--- config.mk ---
export PLATFORM = sky130hd
export DESIGN_NAME = pipe_stage_buf
export DESIGN_NICKNAME = d
export VERILOG_FILES = /design/src/rtl/pipe_stage_buf.sv
export SDC_FILE = /design/constraint.sdc
export NUM_CORES = 1
export LEC_CHECK = 0
export ABC_AREA = 1
export CORE_MARGIN = 2
export CORE_UTILIZATION = 36
export CTS_BUF_LIST = sky130_fd_sc_hd__clkbuf_8
export CTS_CLUSTER_SIZE = 10
export DETAILED_ROUTE_END_ITERATION = 10
export GPL_ROUTABILITY_DRIVEN = 0
export PLACE_DENSITY = 0.78
export SLEW_MARGIN = 40
export SYNTH_ARGS = -nofsm -noshare
export SYNTH_HDL_FRONTEND = slang
export SYNTH_SLANG_ARGS = --single-unit
--- constraint.sdc ---
create_clock -name clk -period 1.2 [get_ports clk]
set_input_delay 0.12 -clock clk [delete_from_list [all_inputs] [get_ports clk]]
set_output_delay 0.12 -clock clk [all_outputs]
set_load 0.03 [all_outputs]
--- src/rtl/pipe_stage_buf.sv ---
// Registered pipeline stage holding an entry of pc/data/rd. With PIPE_STAGE_BUF_SKID_EN
// defined, a skid register gives a fully registered in_ready; otherwise it is a single-entry stage.
module pipe_stage_buf #(
   parameter int DATA_W = 32,
   parameter int RD_W   = 6
) (
   input  logic              clk,
   input  logic              rst_n,
   input  logic              flush,
   input  logic              in_valid,
   output logic              in_ready,
   input  logic [DATA_W-1:0] in_pc,
   input  logic [DATA_W-1:0] in_data,
   input  logic [RD_W-1:0]   in_rd,
   output logic              out_valid,
   input  logic              out_ready,
   output logic [DATA_W-1:0] out_pc,
   output logic [DATA_W-1:0] out_data,
   output logic [RD_W-1:0]   out_rd,
   output logic [1:0]        occupancy
);

   localparam int ENT_W = 2*DATA_W + RD_W;
   localparam logic [1:0] EMPTY = 2'd0;
   localparam logic [1:0] ONE   = 2'd1;
`ifdef PIPE_STAGE_BUF_SKID_EN
   localparam logic [1:0] FULL  = 2'd2;
`endif

   // State encoding doubles as the entry count.
   logic [1:0]       state_q, state_d;
   logic [ENT_W-1:0] main_q, main_d;
   logic [ENT_W-1:0] in_ent;
   logic             in_fire, out_fire;
`ifdef PIPE_STAGE_BUF_SKID_EN
   logic [ENT_W-1:0] skid_q, skid_d;
`endif

   assign in_ent    = {in_pc, in_data, in_rd};
   assign out_valid = (state_q != EMPTY);
`ifdef PIPE_STAGE_BUF_SKID_EN
   assign in_ready  = (state_q != FULL);
`else
   assign in_ready  = (state_q == EMPTY) | out_ready;
`endif
   assign in_fire   = in_valid & in_ready;
   assign out_fire  = out_valid & out_ready;
   assign occupancy = state_q;
   assign {out_pc, out_data, out_rd} = main_q;

   always_comb begin
      state_d = state_q;
      main_d  = main_q;
`ifdef PIPE_STAGE_BUF_SKID_EN
      skid_d  = skid_q;
`endif
      if (flush) begin
         state_d = EMPTY;
      end else begin
         case (state_q)
            EMPTY: begin
               if (in_fire) begin
                  main_d  = in_ent;
                  state_d = ONE;
               end
            end
            ONE: begin
               if (in_fire && out_fire) begin
                  main_d = in_ent;
`ifdef PIPE_STAGE_BUF_SKID_EN
               end else if (in_fire) begin
                  skid_d  = in_ent;
                  state_d = FULL;
`endif
               end else if (out_fire) begin
                  state_d = EMPTY;
               end
            end
`ifdef PIPE_STAGE_BUF_SKID_EN
            FULL: begin
               if (out_fire) begin
                  main_d  = skid_q;
                  state_d = ONE;
               end
            end
`endif
            default: state_d = EMPTY;
         endcase
      end
   end

   always_ff @(posedge clk or negedge rst_n) begin
      if (!rst_n) begin
         state_q <= EMPTY;
         main_q  <= '0;
`ifdef PIPE_STAGE_BUF_SKID_EN
         skid_q  <= '0;
`endif
      end else begin
         state_q <= state_d;
         main_q  <= main_d;
`ifdef PIPE_STAGE_BUF_SKID_EN
         skid_q  <= skid_d;
`endif
      end
   end

endmodule

; ---- Word level (Yosys, flattened, before mapping)
; Index checks and enable logic that the tools add are counted.
[word_totals]
ff_bits = 72
out_inout_bits = 74
wordCells = 26
[op_classes]
bitwise_logic = 4
reduce_logical = 6
n_eq_ne = 6
mux = 8
[op_table]
columns = operator, n
row1 = 70-bit 2-to-1 mux, 2
row2 = 70-bit one-hot mux with 2 select lines, 1
row3 = 3-bit inequality test (second input constant), 3
row4 = 2-bit 2-to-1 mux, 4
row5 = 2-bit inequality test (second input constant), 2
row6 = 2-bit one-hot mux with 2 select lines, 1
row7 = 4-bit AND reduction, 1
row8 = 2-bit nonzero test, 2
row9 = 3-bit AND reduction, 1
row10 = 1-bit AND, 2
row11 = 2-bit by 1-bit equality test with 1-bit output (second input constant), 1
row12 = 2-bit zero test, 1
row13 = 1-bit logical AND, 1
row14 = 1-bit NOT, 1
row15 = 1-bit OR, 1

; ---- Logic depth before layout (Yosys ltp)
[logic_depth]
word_depth = 7
mapped_depth = 6
mapped_depth_nobuf = 5

; ---- Worst setup path before layout
; No wires, ideal clock.
[synth_timing]
path_kind = flip-flop to flip-flop
from = register state_q[0] (netlist: occupancy[0])
to = register main_q[42]
stages_incl_launch_ff = 5
arrival_ns = 1.128
period_less_slack_ns = 1.194
path_buffers = 1
setup_ns = 0.066
setup_slack_ns = 0.006
path_cell_list = dfrtp_1 > nand2_2 > buf_2 > nand3_1 > nand2_1
[synth_between]
elab_chain_cells = 6
[synth_lines]
columns = element, line_no
row1 = from (decl), 31  ; logic [1:0] state_q, state_d;
row2 = from (signal assigned), 100  ; state_q <= state_d;
row3 = 2-bit zero test (*), 44  ; assign in_ready = (state_q == EMPTY) | out_ready;
row4 = 1-bit OR (*), 44
row5 = via in_ready, 11  ; output logic in_ready,
row6 = 1-bit AND (*), 46  ; assign in_fire = in_valid & in_ready;
row7 = 1-bit logical AND, 68  ; if (in_fire && out_fire) begin
row8 = 2-bit inequality test (no source line), -
row9 = 4-bit AND reduction (no source line) (*), -
row10 = to (signal assigned), 101  ; main_q <= main_d;
row11 = to (decl), 32  ; logic [ENT_W-1:0] main_q, main_d;
; The timed path passes the listed nets; every way through them passes the cells marked *.
; A chain may end at the register's enable or synchronous reset.

; ---- Final worst setup path
[layout_timing]
from = register main_q[14]
to = output port out_data[8]
[layout_lines]
columns = element, line_no
row1 = to (decl), 18  ; output logic [DATA_W-1:0] out_data,
; No word-level cell between the ends.

==> results_dict.tcl <==
set metrics [dict create \
    status "finished, final reports clean" \
    cts_buffer_depth 2 \
    cts_buffers 9 \
    critPathMaxStageDelay_ns 0.38 \
    grt_max_degree 72 \
    grt_pass1_vias 2558 \
    antenna_found_initial 0 \
    wirelength_um 7600 \
    fmaxAchievable_mhz 864 \
    final_common_cell "nand2_1" \
    start_util_pct 36.8 \
    die_x_um 92.4 \
    synth_top_family_by_area "simple AND/OR/NAND/NOR gates" \
    htreeDepth 3 \
    synth.yosys.seq_area_share_pct 63.2 \
    fin_crit_sh_pct 96.4 \
    dieHeight_um 92.4 \
    clkSinkCount 71 \
    setup_viol 0 \
    cts_root_buffer "clkbuf_8" \
    track_usage_pct 18.2 \
    startpoint_type "register" \
    hold_class "in2async" \
    die_area_um2 8540 \
    vias_per_cell 4.74 \
    synthTopCellsByArea "dfrtp_1, nand2_1, nand3_1" \
    path_max_fanout 2 \
    port-buffer-count 147 \
    grt_pass1_wl_um 12400 \
    met3_usage_pct 4.88 \
    switching_power_mw 2.22 \
    path_clk_slew_ns 0.07 \
    num_vias 2669 \
    crit_family "flip-flops" \
    min_period_ns 1.16 \
    finalClockSkew_ns 0.00381 \
    remaining_drc_errors 0 \
    cp-end-kind "primary output" \
    hold_viol_final 0 \
    rows 32 \
    first_pass_iters 5 \
    power_frac_clock_pct 26.0 \
    clock_latency_ns 0.32 \
    globalRouteMet2Util_pct 29.0 \
    critical_path_arrival_ns 1.04 \
    pin_count 149 \
    yosys_register_bits 71 \
    rsz0062_at_grt "no" \
    drtIter0Drc 115 \
    holdWs_ns 0.344 \
    synthesis.area_um2 2810 \
    crit_type "reg2out" \
    vdd_drop_max_v 0.000654 \
    fin_nets 533 \
    worstPathRequired_ns 1.08 \
    synthDistinctLibCells 10 \
    num_antenna_cells 0 \
    synthXorXnorAreaFrac_pct 0 \
    synth_area_leader_cell "dfrtp_1" \
    p_int_mw 4.38 \
    top_usage_layer "met2" \
    fin_setup_tns_ns 0 \
    ant_nets 0 \
    grt.overflow.total 0 \
    syn_area_per_cell_um2 9.04 \
    swShare_pct 33.7 \
    worst_path_max_delay_cell "dfrtp_1" \
    maxSlewViolCount 0 \
    hpwlAfterDp_um 5340 \
    worst-path-buf-inv 1 \
    drive_gt1_share_pct 20.8 \
    synth_nets 386 \
    cp_cell_sequence "clkdlybuf4s15_1" \
    muxShareOfSynthArea_pct 0 \
    wire_per_inst_um 13.5 \
    cap_violations 0 \
    netlist.area_leader.share_pct 63.2 \
    synth-simple-area-share_pct 32.0 \
    core_area_um2 7650 \
    synthAdderAreaFrac_pct 0 \
    p_per_area_nw_per_um2 1510 \
    seq_power_share_pct 44.4 \
    area_delta_synth_final_pct 55.3 \
    yosys_warnings 0 \
    p_leak_nw 2.28 \
    mostFrequentLayoutCells "nand2_1, clkdlybuf4s50_1, dfrtp_1" \
    met1_usage_pct 23.5 \
    syn_inst 311 \
    pwr-share-comb_pct 29.6 \
    synth-compound-area-share_pct 0.178 \
    tritoncts "done" \
]
-- worst paths after layout --
| check | startpoint | endpoint | slack [ns] | cells past startpoint |
|---|---|---|---|---|
| worst max-delay path | main_q[14] | out_data[8] | 0.04 | 1 |
| worst min-delay path | rst_n | main_q[7] | 0.34 | 3 |
| worst max register to register | occupancy[0] | main_q[67] | 0.08 | 5 |
| worst min register to register | main_q[56] | main_q[56] | 0.47 | 2 |
| max in group asynchronous | rst_n | main_q[41] | 0.56 | 3 |
| min in group clk | in_pc[5] | main_q[43] | 0.36 | 3 |
-- tightest hold or removal path, delay by kind of cell --
kind	cells	cell delay [ns]
buffers and inverters	3	0.94
-- sequential cells by signal, indices dropped and copies added (netlist names) --
| register | count |
|---|---|
| main_q | 70 |
| occupancy | 1 |
-- layer usage --
| layer | part of all wire, % | vias to the layer above |
|---|---|---|
| met2 | 49 | 114 |
| met1 | 42 | 1264 |
| met4 | 1.5 | 0 |
| met3 | 7.0 | 13 |
| li1 | - | 1278 |
| met5 | 0 | - |
-- kinds of logic after synthesis --
logic type	after synthesis
and+or+nand+nor	213
other	1
DFF	71
AOI/OAI and AO/OA	1
buffers and inverters	25
-- layout make-up --
cell class / count / area [um^2]
fillers: 700 / 3280
flip-flops and latches: 71 / 1780
repair buffers: 159 / 1370
multi-input cells: 215 / 908
clock buffers: 13 / 179
well taps: 102 / 128
inverters: 2 / 7.51
clock inverters: 1 / 3.75
-- timing repair --
item | CTS | global route
setup buffers | 2 | 0
pin swaps | 1 | 0
endpoints found under the setup margin | 71 | 114
resized for setup | 147 | 63
hold buffers | 1 | 0
hold endpoints to repair | 71 | 0
-- per-stage QoR --
step	cells	total power, mW	worst slack (ns)	utilization [%]	cell area [um^2]
2_1_floorplan	311	4.06	0.00632	-	2810
3_3_place_gp	547	5.17	-0.131	57.5	4390
3_5_place_dp	547	5.21	-0.201	57.5	4390
4_1_cts	563	6.81	0.000192	60.2	4610
5_1_grt	563	6.97	0.000959	57.1	4370
6_report	563	6.60	0.0430	57.1	4370
-- cells in the mapped netlist --
master / n
a21oi_1: 1
buf_2: 21
buf_4: 2
conb_1: 1
dfrtp_1: 71
inv_1: 2
nand2_1: 140
nand2_2: 2
nand3_1: 70
nor2_4: 1
-- power by group through the flow --
stage                     registers [mW]  clock network, mW  logic [mW]
after floorplan                     3.66                  0       0.401
after global placement              2.96                  0        2.21
after detailed placement            2.97                  0        2.25
after CTS                           2.93               1.80        2.09
after global routing                2.97               1.90        2.10
final                               2.93               1.72        1.95
Power figures use the tool's default switching activity.
